===== src/rtl/fetch_unit_pkg.sv =====
// Shared fetch-stage types and constants, also used by instruction memory and the PC mux.
package fetch_unit_pkg;

  localparam logic [31:0] RESET_VECTOR = 32'hBFC00000;
  localparam logic [19:0] WINDOW_TAG   = 20'hBFC00;

  typedef struct packed {
    logic [31:0] instr;
    logic [31:0] pc;
    logic        fault;
  } fetch_entry_t;

  typedef enum logic {
    FETCH,
    HALT
  } fetch_state_t;

  function automatic logic fetch_legal(input logic [31:0] addr, input logic [19:0] tag);
    return (addr[31:12] == tag) && (addr[1:0] == 2'b00);
  endfunction

endpackage


===== src/rtl/fetch_unit_if.sv =====
// Fetch-stage bus: instruction-memory request/return, execute redirects and the decode handshake.
interface fetch_unit_if;

  logic [31:0] imem_addr;
  logic [31:0] imem_instr;
  logic        redirect_valid;
  logic [31:0] redirect_pc;
  logic        out_valid;
  logic        out_ready;
  logic [31:0] out_instr;
  logic [31:0] out_pc;
  logic        out_fault;

  modport master (
    output imem_addr,
    input  imem_instr,
    input  redirect_valid,
    input  redirect_pc,
    output out_valid,
    input  out_ready,
    output out_instr,
    output out_pc,
    output out_fault
  );

  modport slave (
    input  imem_addr,
    output imem_instr,
    output redirect_valid,
    output redirect_pc,
    input  out_valid,
    output out_ready,
    input  out_instr,
    input  out_pc,
    input  out_fault
  );

endinterface


===== src/rtl/fetch_fifo.sv =====
// Synchronous FIFO of fetch entries with flush; push is accepted when full only alongside a pop.
module fetch_fifo
  import fetch_unit_pkg::*;
#(
  parameter  int DEPTH = 2,
  localparam int AW    = $clog2(DEPTH)
) (
  input  logic         clk,
  input  logic         rst,
  input  logic         flush,
  input  logic         push,
  input  logic         pop,
  input  fetch_entry_t wdata,
  output fetch_entry_t rdata,
  output logic         full,
  output logic         empty,
  output logic [AW:0]  count
);

  localparam logic [AW:0] FULL_COUNT = (AW+1)'(DEPTH);

  fetch_entry_t  mem [DEPTH];
  logic [AW-1:0] wr_ptr;
  logic [AW-1:0] rd_ptr;
  logic          do_push;
  logic          do_pop;

  assign full    = (count == FULL_COUNT);
  assign empty   = (count == '0);
  assign do_pop  = pop && !empty;
  assign do_push = push && (!full || do_pop);
  assign rdata   = mem[rd_ptr];

  // Storage is cleared on reset so the head reads as zero until the first push.
  always_ff @(posedge clk or posedge rst) begin
    if (rst) begin
      wr_ptr <= '0;
      rd_ptr <= '0;
      count  <= '0;
      for (int i = 0; i < DEPTH; i++) begin
        mem[i] <= '0;
      end
    end else if (flush) begin
      wr_ptr <= '0;
      rd_ptr <= '0;
      count  <= '0;
    end else begin
      if (do_push) begin
        mem[wr_ptr] <= wdata;
        wr_ptr      <= wr_ptr + AW'(1);
      end
      if (do_pop) begin
        rd_ptr <= rd_ptr + AW'(1);
      end
      if (do_push && !do_pop) begin
        count <= count + (AW+1)'(1);
      end else if (do_pop && !do_push) begin
        count <= count - (AW+1)'(1);
      end
    end
  end

endmodule


===== src/rtl/fetch_unit.sv =====
// Fetch stage: owns the PC, fetches one word per cycle into a small FIFO drained by decode,
// and halts after an illegal fetch until execute redirects it.
module fetch_unit
  import fetch_unit_pkg::fetch_entry_t, fetch_unit_pkg::fetch_state_t,
         fetch_unit_pkg::FETCH, fetch_unit_pkg::HALT, fetch_unit_pkg::fetch_legal;
#(
  parameter int          DEPTH        = 2,
  parameter logic [31:0] RESET_VECTOR = fetch_unit_pkg::RESET_VECTOR,
  parameter logic [19:0] WINDOW_TAG   = fetch_unit_pkg::WINDOW_TAG
) (
  input logic          clk,
  input logic          rst,
  fetch_unit_if.master bus
);

  localparam int AW = $clog2(DEPTH);

  fetch_state_t state;
  fetch_state_t state_next;
  logic [31:0]  pc;
  logic [31:0]  pc_next;
  fetch_entry_t push_entry;
  fetch_entry_t head;
  logic         fifo_full;
  logic         fifo_empty;
  logic [AW:0]  unused_count;
  logic         legal;
  logic         out_valid;
  logic         dequeue;
  logic         enqueue;

  assign legal         = fetch_legal(pc, WINDOW_TAG);
  assign out_valid     = !fifo_empty && !bus.redirect_valid;
  assign dequeue       = out_valid && bus.out_ready;
  assign enqueue       = (state == FETCH) && !bus.redirect_valid && (!fifo_full || dequeue);

  assign bus.imem_addr = pc;
  assign bus.out_valid = out_valid;
  assign bus.out_instr = head.instr;
  assign bus.out_pc    = head.pc;
  assign bus.out_fault = head.fault;

  // A fault entry never carries the memory word, so decode sees a clean zero.
  always_comb begin
    push_entry = '{instr: 32'h0, pc: pc, fault: 1'b1};
    if (legal) begin
      push_entry = '{instr: bus.imem_instr, pc: pc, fault: 1'b0};
    end
  end

  always_comb begin
    state_next = state;
    pc_next    = pc;
    if (bus.redirect_valid) begin
      state_next = FETCH;
      pc_next    = bus.redirect_pc;
    end else if (enqueue) begin
      if (legal) begin
        pc_next = pc + 32'd4;
      end else begin
        state_next = HALT;
      end
    end
  end

  always_ff @(posedge clk or posedge rst) begin
    if (rst) begin
      state <= FETCH;
      pc    <= RESET_VECTOR;
    end else begin
      state <= state_next;
      pc    <= pc_next;
    end
  end

  fetch_fifo #(
    .DEPTH(DEPTH)
  ) u_fifo (
    .clk   (clk),
    .rst   (rst),
    .flush (bus.redirect_valid),
    .push  (enqueue),
    .pop   (dequeue),
    .wdata (push_entry),
    .rdata (head),
    .full  (fifo_full),
    .empty (fifo_empty),
    .count (unused_count)
  );

endmodule


===== src/flat_wrapper.sv =====
// flat-port wrapper written by rule: the top's interface ports become plain ports
module fetch_unit_flat import fetch_unit_pkg::fetch_entry_t, fetch_unit_pkg::fetch_state_t,
         fetch_unit_pkg::FETCH, fetch_unit_pkg::HALT, fetch_unit_pkg::fetch_legal;
#(
  parameter int          DEPTH        = 2,
  parameter logic [31:0] RESET_VECTOR = fetch_unit_pkg::RESET_VECTOR,
  parameter logic [19:0] WINDOW_TAG   = fetch_unit_pkg::WINDOW_TAG
)
  (clk, rst, bus_imem_addr, bus_imem_instr, bus_redirect_valid, bus_redirect_pc, bus_out_valid, bus_out_ready, bus_out_instr, bus_out_pc, bus_out_fault);
  fetch_unit_if bus_i ();
  input logic clk;
  input logic rst;
  output wire logic [$bits(bus_i.imem_addr)-1:0] bus_imem_addr;
  input wire logic [$bits(bus_i.imem_instr)-1:0] bus_imem_instr;
  input wire logic [$bits(bus_i.redirect_valid)-1:0] bus_redirect_valid;
  input wire logic [$bits(bus_i.redirect_pc)-1:0] bus_redirect_pc;
  output wire logic [$bits(bus_i.out_valid)-1:0] bus_out_valid;
  input wire logic [$bits(bus_i.out_ready)-1:0] bus_out_ready;
  output wire logic [$bits(bus_i.out_instr)-1:0] bus_out_instr;
  output wire logic [$bits(bus_i.out_pc)-1:0] bus_out_pc;
  output wire logic [$bits(bus_i.out_fault)-1:0] bus_out_fault;
  assign bus_imem_addr = bus_i.imem_addr;
  assign bus_i.imem_instr = bus_imem_instr;
  assign bus_i.redirect_valid = bus_redirect_valid;
  assign bus_i.redirect_pc = bus_redirect_pc;
  assign bus_out_valid = bus_i.out_valid;
  assign bus_i.out_ready = bus_out_ready;
  assign bus_out_instr = bus_i.out_instr;
  assign bus_out_pc = bus_i.out_pc;
  assign bus_out_fault = bus_i.out_fault;
  fetch_unit #(.DEPTH(DEPTH), .RESET_VECTOR(RESET_VECTOR), .WINDOW_TAG(WINDOW_TAG)) u_core (.clk(clk), .rst(rst), .bus(bus_i));
endmodule

===== config.mk =====
export PLATFORM = sky130hd
export DESIGN_NAME = fetch_unit_flat
export DESIGN_NICKNAME = d
export VERILOG_FILES = /design/src/rtl/fetch_unit_pkg.sv /design/src/rtl/fetch_unit_if.sv /design/src/rtl/fetch_fifo.sv /design/src/rtl/fetch_unit.sv /design/src/flat_wrapper.sv
export SDC_FILE = /design/constraint.sdc
export NUM_CORES = 1
export LEC_CHECK = 0
export ABC_AREA = 1
export BUFFER_PORTS_ARGS = -buffer_cell sky130_fd_sc_hd__buf_2
export CAP_MARGIN = 10
export CELL_PAD_IN_SITES_DETAIL_PLACEMENT = 0
export CELL_PAD_IN_SITES_GLOBAL_PLACEMENT = 1
export CORE_MARGIN = 5
export CORE_UTILIZATION = 43
export CTS_CLUSTER_SIZE = 12
export DETAILED_ROUTE_END_ITERATION = 6
export PLACE_DENSITY = 0.9
export SYNTH_ARGS = -nofsm -noshare
export SYNTH_HDL_FRONTEND = slang
export SYNTH_SLANG_ARGS = --single-unit

===== constraint.sdc =====
create_clock -name clk -period 14.4 [get_ports clk]
set_input_delay 1.44 -clock clk [delete_from_list [all_inputs] [get_ports clk]]
set_output_delay 1.44 -clock clk [all_outputs]
set_load 0.1 [all_outputs]

==> flow_metrics.tcl, run 1 <==
set metrics [dict create \
    status "finished, final reports clean" \
    endpoint_kind "register" \
    yosysTopAreaCellShare_pct 49.5 \
    yosys_warnings 0 \
    drv_slew 0 \
    place.gp.congestion 0.777 \
    cap_viol_max_count 0 \
    fill_cells 1739 \
    cts_sinks 167 \
    htree_levels 4 \
    cts_hold_buf 0 \
    p_seq_share_pct 36.4 \
    p_sw_uw 761 \
    p_comb_share_pct 35.6 \
    synth_area_per_cell_um2 8.57 \
    critPathKind "in2reg" \
    grt_pass1_vias 6002 \
    clk_path_buf_depth 2 \
    die_y_um 146 \
    synthCells 932 \
    dr_wl_met3_um 1190 \
    wirelength_um 19200 \
    top_layer "met4" \
    ant_nets 0 \
    syn_to_final_growth_pct 15.2 \
    rows 49 \
    wl_per_cell_um 15.0 \
    syn-cell-area_um2 7990 \
    grt_pass1_wl_um 31100 \
    clk_latency_ns 0.42 \
    cp.arrival_ns 4.39 \
    routed-via-count 6251 \
    groute.usage.overall_pct 17.9 \
    die_w_um 146 \
    clk_pin_slew_worst_paths_ns 0.07 \
    final_util_pct 50.7 \
    synth_area_leaders "dfrtp_1, nand2_1, mux2_2" \
    critPathRequiredTime_ns 14.73 \
    fin_crit_sh_pct 28.2 \
    clockPowerShare_pct 28.0 \
    startpoint_type "input port" \
    dr.first_iter.drc_count 406 \
    cts_resized 0 \
    antenna_found_initial 0 \
    synthArstFlopShare_pct 100 \
    setup_viol 0 \
    skew_ns 0.00954 \
    hold_violations 0 \
    ios 166 \
    setup_tns_ns 0 \
    synth-edff-count 0 \
    synth_top_cell_by_area "dfrtp_1" \
    wl_met1_um 9320 \
    drive_above_1_share_pct 26.6 \
    syn_nets 1001 \
    io_buffer_count 165 \
    wl_met2_um 8470 \
    ir_drop_mv 0.106 \
    cts_root_buf "clkbuf_16" \
    cts_tree "built" \
    p_sw_share_pct 44.3 \
    die_area_um2 21400 \
    drc 0 \
    fin_crit_ns 4.06 \
    hold_path_class "reg2reg" \
    ys.flop_type "dfrtp_1" \
    dp_hpwl_um 12400 \
    max_freq_mhz 247 \
    slew_headroom_pct 25.8 \
    core_area_um2 18100 \
    worst_pin_slew_ns 1.11 \
    n_antenna_cell 0 \
    netlist-cell-type-count 32 \
    ys_ff_latch 167 \
    start_util_pct 44.0 \
    synthTopCellsByCount "nand2_1, dfrtp_1, o21ai_1, o21ai_0, inv_1" \
    crit_path_max_fanout 100 \
    p_per_area_nw_per_um2 187 \
    register_area_um2 4190 \
    intPower_uw 956 \
    p_leak_nw 4.67 \
    cts_buffers 17 \
    multi_input_comb_area_um2 3000 \
    synth_most_common_cell "nand2_1" \
    grt_max_degree 101 \
    rsz0062_at_grt "no" \
    gr-total-overflow 0 \
    yosysSeqAreaShare_pct 52.4 \
    post-cts-setup-buffers 0 \
    first_pass_iters 5 \
    routed_via_density 4.90 \
    fin_nets 1103 \
]
[worst max-delay path: stages]
cell     delay [ns]
buf_2          0.62
inv_4          0.37
nand3_4        0.22
nand2_2        0.09
nand2_4        0.10
inv_2          0.07
nand2_4        0.69
inv_2          0.47
o21ai_0        0.29
[power groups by stage]
stage / sequential [mW] / combinational, mW / clock, mW
5_1_grt: 0.636 / 0.652 / 0.513
6_report: 0.624 / 0.612 / 0.481
3_3_place_gp: 0.630 / 0.611 / 0
4_1_cts: 0.624 / 0.618 / 0.493
3_5_place_dp: 0.631 / 0.616 / 0
2_1_floorplan: 0.603 / 0.559 / 0
[metrics by stage]
| step | hold slack, ns | setup WS (ns) | power [mW] | instances | instance area [um2] |
|---|---|---|---|---|---|
| after detailed placement | 0.458 | 9.84 | 1.25 | 1244 | 8580 |
| after global routing | 0.491 | 9.97 | 1.80 | 1276 | 9200 |
| final | 0.473 | 10.34 | 1.72 | 1276 | 9200 |
| after floorplan | 0.442 | 8.46 | 1.16 | 932 | 7990 |
| after global placement | 0.455 | 9.93 | 1.24 | 1244 | 8580 |
| after CTS | 0.474 | 10.29 | 1.73 | 1276 | 9200 |
[cell type report]
type	instances	area share, %
clock buffers	17	4.62
multi-input cells	616	32.6
clock inverters	15	2.18
flip-flops and latches	167	45.6
inverters	65	2.76
repair buffers	167	9.14
well taps	229	3.11
[worst paths after layout]
check | slack (ns) | end | depth (start not counted) | start
worst max register to register | 11.64 | u_core.bus.imem_addr[26]$_DFFE_PP1P_ | 10 | u_core.bus.imem_addr[31]$_DFFE_PP1P_
max in group asynchronous | 11.58 | u_core.u_fifo.rd_ptr$_DFFE_PP0P_ | 3 | rst
worst max-delay path | 10.34 | u_core.u_fifo.mem[84]$_DFFE_PP0P_ | 9 | bus_redirect_valid
worst min-delay path | 0.47 | u_core.u_fifo.mem[19]$_DFFE_PP0P_ | 2 | u_core.u_fifo.mem[19]$_DFFE_PP0P_
worst min register to register | 0.47 | u_core.u_fifo.mem[19]$_DFFE_PP0P_ | 2 | u_core.u_fifo.mem[19]$_DFFE_PP0P_
min in group asynchronous | 1.18 | u_core.u_fifo.mem[39]$_DFFE_PP0P_ | 2 | rst
[logic make-up after synthesis]
| group | after synthesis | synth area share [%] |
|---|---|---|
| and+or+nand+nor | 418 | 21.4 |
| DFF | 167 | 52.4 |
| AOI/OAI and AO/OA | 162 | 11.1 |
| buffers and inverters | 149 | 10.0 |
| muxes | 33 | 4.65 |
| xor gates and xnor gates | 2 | 0.219 |
| adders and majority gates | 1 | 0.157 |
[per-layer routing]
metal / vias to the layer above / global-route usage (%)
met1: 2913 / 25.5
met3: 14 / 5.02
met4: 0 / 4.28
li1: 3146 / -
met2: 178 / 27.3
met5: - / 0
[registers in the layout, summed over array words and instances, names as in the netlist]
| name | count |
|---|---|
| u_core.bus.imem_addr | 32 |
| u_core.state | 1 |
| u_core.u_fifo.count | 2 |
| u_core.u_fifo.mem | 130 |
| u_core.u_fifo.rd_ptr | 1 |
| u_core.u_fifo.wr_ptr | 1 |
[cell usage in the layout (no fill, tap or decap), types with 2 or more instances in the layout]
cell	n
a21oi_1	3
buf_2	165
buf_4	2
bufinv_16	4
clkbuf_16	17
clkinv_2	4
clkinv_4	3
dfrtp_1	157
dfstp_2	9
inv_1	59
inv_2	3
inv_4	2
inv_6	4
mux2_2	33
nand2_1	334
nand2_2	2
nand2_4	4
nand3_1	36
nand4_1	4
nor2_1	29
o211ai_1	5
o21ai_0	67
o21ai_1	69
o21ai_2	16
or2_2	4
xor2_1	2
Power figures use the tool's default switching activity.
==> inputs of run 2 (changes only) <==
CORE_UTILIZATION = 37   (was 43)
PLACE_DENSITY = 0.82   (was 0.9)
clock period = 3.4 ns   (was 14.4 ns; I/O delays follow)
==> run 2 against run 1 <==
Against the previous run:
- cell area is 1.8% higher
- die area is 15% higher
- critical path type is now reg2out
- first-iteration DRC count is 14% higher
- utilization is 6.4 points lower
- via count is 0.32% lower
- global-route usage is 1.5 points lower
==> flow_metrics.tcl, run 2 (synthesis gave the netlist of run 1 again) <==
set metrics [dict create \
    status "finished, final reports clean" \
    htree_levels 4 \
    n_antenna_cell 0 \
    hold_violations 0 \
    post-cts-setup-buffers 0 \
    layout_commonest_cell "nand2_1" \
    layout_common_cells "nand2_1, buf_2, dfrtp_1" \
    p_leak_nw 4.71 \
    grt_max_degree 168 \
    dr.first_iter.drc_count 461 \
    die_w_um 157 \
    start_util_pct 37.8 \
    cts_hold_buf 0 \
    postPlaceCellArea_um2 8700 \
    p_per_area_nw_per_um2 793 \
    hold-worst-slack_ns 0.117 \
    max_freq_mhz 350 \
    whs_path_depth 3 \
    fin_crit_sh_pct 84.1 \
    gr-total-overflow 0 \
    groute.usage.overall_pct 16.5 \
    clk_pin_slew_worst_paths_ns 0.07 \
    endpoint_kind "output pin" \
    grt_pass1_wl_um 32200 \
    worst_slack_ns 0.539 \
    regToRegSetupSlack_ns 1.36 \
    min_from "bus_redirect_pc[30]" \
    rows 53 \
    finalPower_mw 7.42 \
    die_area_um2 24600 \
    wl_met2_um 8760 \
    top_layer "met5" \
    hold_end "u_core.bus.imem_addr[30]$_DFFE_PP0P_" \
    ant_nets 0 \
    wirelength_um 19900 \
    antenna_found_initial 3 \
    wl_met1_um 9680 \
    startpoint_type "register" \
    die_y_um 157 \
    drv_slew 0 \
    cap_viol_max_count 0 \
    fin_nets 1109 \
    critPathRequiredTime_ns 3.06 \
    cts_tree "built" \
    dp_hpwl_um 13100 \
    place_ws_ns 0.983 \
    crit_path_max_fanout 86 \
    p_comb_share_pct 35.3 \
    cts_root_buf "clkbuf_16" \
    cp.arrival_ns 2.52 \
    rsz0062_at_grt "no" \
    routed-via-count 6231 \
    ios 166 \
    regToRegEndpoint "u_core.u_fifo.mem[129]$_DFFE_PP0P_" \
    skew_ns 0.0107 \
    ir_drop_mv 0.442 \
    fin_crit_ns 2.86 \
    clockPowerShare_pct 29.3 \
    setup_viol 0 \
    placedCellCount 1296 \
    instances_no_fill 1328 \
    cts_buffers 17 \
    largest_reg_flops 130 \
    io_buffer_count 165 \
    wl_per_cell_um 15.0 \
    clk_path_buf_depth 2 \
    drc 0 \
    rr_worst_depth 9 \
    routed_via_density 4.69 \
    dr_wl_met3_um 1270 \
    syn_to_final_growth_pct 17.2 \
    worst_pin_slew_ns 0.926 \
    hold_path_class "in2reg" \
    fill_cells 2133 \
    p_sw_mw 3.27 \
    slew_headroom_pct 38.3 \
    final_area_um2 9360 \
    setup_tns_ns 0 \
    p_seq_share_pct 35.4 \
    regMostFlops "u_core.u_fifo.mem" \
    clk_latency_ns 0.42 \
    place.gp.congestion 0.771 \
    r2r-start "u_core.bus.imem_addr[31]$_DFFE_PP1P_" \
    final_util_pct 44.3 \
    intPower_mw 4.15 \
    p_sw_share_pct 44.1 \
    core_area_um2 21200 \
    drive_above_1_share_pct 27.0 \
    first_pass_iters 5 \
    cts_sinks 167 \
    grt_pass1_vias 5951 \
    cts_resized 0 \
    critPathKind "reg2out" \
]
==> run 2: cell count changes in the layout (fill, tap and decap cells not counted) <==
cell        before  now
buf_4            2    6
buf_12           0    2
inv_6            4    6
bufinv_16        4    5
clkinv_2         4    0
clkinvlp_4       1    3
clkinv_4         3    2
==> run 2: power groups by stage <==
stage / registers (mW) / logic (mW) / clock network [mW]
after global placement: 2.65 / 2.62 / 0
after global routing: 2.68 / 2.79 / 2.33
after CTS: 2.63 / 2.65 / 2.24
after detailed placement: 2.66 / 2.64 / 0
after floorplan: 2.55 / 2.37 / 0
final: 2.63 / 2.62 / 2.18
==> run 2: worst max-delay path, stage by stage, from the launching register on <==
cell	delay (ns)
dfrtp_4	1.04
buf_4	0.37
mux2_2	0.37
buf_2	0.29
==> run 2: layout make-up <==
| type | instances | area (um2) | share of cell area, % |
|---|---|---|---|
| repair buffers | 173 | 911 | 9.73 |
| clock inverters | 15 | 235 | 2.51 |
| inverters | 65 | 253 | 2.70 |
| flip-flops and latches | 167 | 4190 | 44.8 |
| clock buffers | 17 | 425 | 4.54 |
| well taps | 275 | 344 | 3.67 |
| multi-input cells | 616 | 3000 | 32.1 |
==> run 2: worst max path at each step <==
stage | from | to | slack, ns | depth (start not counted)
after detailed placement | u_core.u_fifo.rd_ptr$_DFFE_PP0P_ | bus_out_instr[13] | 0.98 | 3
after global routing | u_core.u_fifo.rd_ptr$_DFFE_PP0P_ | bus_out_instr[27] | 0.39 | 3
final | u_core.u_fifo.rd_ptr$_DFFE_PP0P_ | bus_out_instr[13] | 0.54 | 3
after floorplan | u_core.u_fifo.rd_ptr$_DFFE_PP0P_ | bus_out_fault | 0.22 | 3
after global placement | u_core.u_fifo.rd_ptr$_DFFE_PP0P_ | bus_out_instr[1] | 1.03 | 3
after CTS | u_core.u_fifo.rd_ptr$_DFFE_PP0P_ | bus_out_instr[13] | 0.50 | 3
==> run 2: metal layers <==
metal | vias up | GRT usage (%)
li1 | 3161 | -
met1 | 2878 | 23.7
met2 | 166 | 24.9
met3 | 20 | 4.34
met4 | 6 | 3.88
met5 | - | 0
==> inputs of run 3 (changes only) <==
clock period = 2.5 ns   (was 3.4 ns; I/O delays follow)
==> run 3 against run 2 <==
Against the previous run:
- clock-buffer cell count is 7 higher
- critical path depth did not move
- worst hold slack worse by 0.083 ns
- clock power increased by 17%
- critical endpoint is now bus_out_pc[7]
==> flow_metrics.tcl, run 3 (synthesis gave the netlist of run 1 again) <==
set metrics [dict create \
    status "finished, final reports clean" \
    grt_pass1_wl_um 33200 \
    finalPower_mw 9.77 \
    rr_worst_depth 9 \
    die_y_um 157 \
    clk_pin_slew_worst_paths_ns 0.06 \
    critPathKind "reg2out" \
    core_area_um2 21200 \
    setup_tns_ns 0 \
    worst_pin_slew_ns 0.696 \
    layout_common_cells "nand2_1, buf_2, dfrtp_1" \
    place.gp.congestion 0.794 \
    p_leak_nw 4.73 \
    htree_levels 4 \
    cts_resized 0 \
    wirelength_um 20600 \
    start_util_pct 37.8 \
    cp.depth 3 \
    n_antenna_cell 0 \
    dr.first_iter.drc_count 399 \
    path_cells "buf_16, o21ai_0, buf_2" \
    layout_commonest_cell "nand2_1" \
    path_buf_inv 2 \
    fin_nets 1117 \
    path_delay_family "buffers and inverters" \
    die_w_um 157 \
    first_pass_iters 4 \
    die_area_um2 24600 \
    rows 53 \
    fin_crit_ns 2.36 \
    crit_path_end "bus_out_pc[7]" \
    ir_drop_mv 0.607 \
    rsz0062_at_grt "no" \
    cp.arrival_ns 2.11 \
    postPlaceCellArea_um2 8810 \
    critical_path.startpoint "u_core.u_fifo.rd_ptr$_DFFE_PP0P_" \
    r2r-start "u_core.bus.imem_addr[31]$_DFFE_PP1P_" \
    drv_slew 0 \
    gr-total-overflow 0 \
    max_freq_mhz 423 \
    routed-via-count 6320 \
    cap_viol_max_count 0 \
    ios 166 \
    hold_violations 0 \
    drive_above_1_share_pct 27.0 \
    cts_buffers 17 \
    wl_per_cell_um 15.4 \
    ant_nets 0 \
    crit_path_max_fanout 26 \
    largest_reg_flops 130 \
    startpoint_type "register" \
    grt_max_degree 100 \
    max_stage_delay_ns 0.67 \
    groute.usage.overall_pct 16.9 \
    syn_to_final_growth_pct 17.9 \
    regToRegSetupSlack_ns 0.48 \
    slew_headroom_pct 53.5 \
    cts_root_buf "clkbuf_16" \
    hold-worst-slack_ns 0.0344 \
    cts_tree "built" \
    grt_pass1_vias 6357 \
    routed_via_density 4.73 \
    skew_ns 0.0143 \
    regToRegEndpoint "u_core.u_fifo.mem[129]$_DFFE_PP0P_" \
    crit_path_top_delay_cell "dfrtp_4" \
    p_per_area_nw_per_um2 1040 \
    critPathRequiredTime_ns 2.25 \
    clk_path_buf_depth 2 \
    endpoint_kind "output pin" \
    drc 0 \
    final_area_um2 9420 \
    setup_viol 0 \
    hold_path_class "in2reg" \
    clk_latency_ns 0.42 \
    fin_crit_sh_pct 94.5 \
    dp_hpwl_um 14000 \
    cts_sinks 167 \
    io_buffer_count 165 \
    antenna_found_initial 2 \
    regMostFlops "u_core.u_fifo.mem" \
]
-- run 3: cell count changes in the layout (fill, tap and decap cells not counted), sizes merged --
cell         before  now
buf             173  180
clkbuf           17   24
inv              70   64
bufinv            5    2
clkinvlp          3    5
dlygate4sd3       0    1
-- run 3: worst register-to-register path: cells and delay by family, from the launching register on --
family                 cells  cell delay [ns]
buffers and inverters      2             0.47
flip-flops                 1             0.55
AO/OA/AOI/OAI              1             0.21
AND/OR/NAND/NOR            6             0.71
-- run 3: worst min path at each step --
stage	start	endpoint	cells past startpoint	slack, ns
finish	bus_redirect_pc[16]	u_core.bus.imem_addr[16]$_DFFE_PP0P_	3	0.03
detailed placement	rst	u_core.u_fifo.mem[95]$_DFFE_PP0P_	2	0.39
global route	bus_redirect_pc[16]	u_core.bus.imem_addr[16]$_DFFE_PP0P_	3	0.03
floorplan	bus_redirect_pc[30]	u_core.bus.imem_addr[30]$_DFFE_PP0P_	2	0.36
global placement	rst	u_core.u_fifo.mem[95]$_DFFE_PP0P_	2	0.40
CTS	bus_redirect_pc[16]	u_core.bus.imem_addr[16]$_DFFE_PP0P_	3	0.01
-- run 3: per-layer routing --
metal	GRT usage (%)	share of wire [%]	vias to the layer above
li1	-	-	3173
met1	24.0	48	2963
met4	3.84	0.95	4
met3	4.45	6.6	18
met2	26.1	44	162
met5	0	0.068	-
-- run 3: stage by stage --
stage / worst slack [ns] / util (%) / instances
global route: 0.0539 / 44.5 / 1336
finish: 0.138 / 44.5 / 1336
CTS: 0.0497 / 44.4 / 1335
global placement: 0.535 / 41.7 / 1302
detailed placement: 0.473 / 41.7 / 1302
floorplan: -0.592 / - / 932
-- run 3: cell type report --
class / instances / area [um2]
Fill cell: 2116 / 11700
Sequential cell: 167 / 4190
Multi-Input combinational cell: 616 / 3000
Timing Repair Buffer: 181 / 1060
Clock buffer: 24 / 472
Tap cell: 275 / 344
Inverter: 65 / 253
Clock inverter: 8 / 100
-- run 3: what timing repair did --
| item | 4_1_cts | 5_1_grt |
|---|---|---|
| hold buffers | 1 | 0 |
| endpoints found under the setup margin | 0 | 4 |
| endpoints found under the hold margin | 22 | 0 |
| setup buffers | 0 | 1 |
-- run 3: where the power goes --
part | switching [mW] | total (mW) | internal [mW]
logic | 2.99 | 3.67 | 0.682
registers | 0.337 | 3.56 | 3.22
clock network | 1.03 | 2.55 | 1.52
total | 4.35 | 9.77 | 5.42
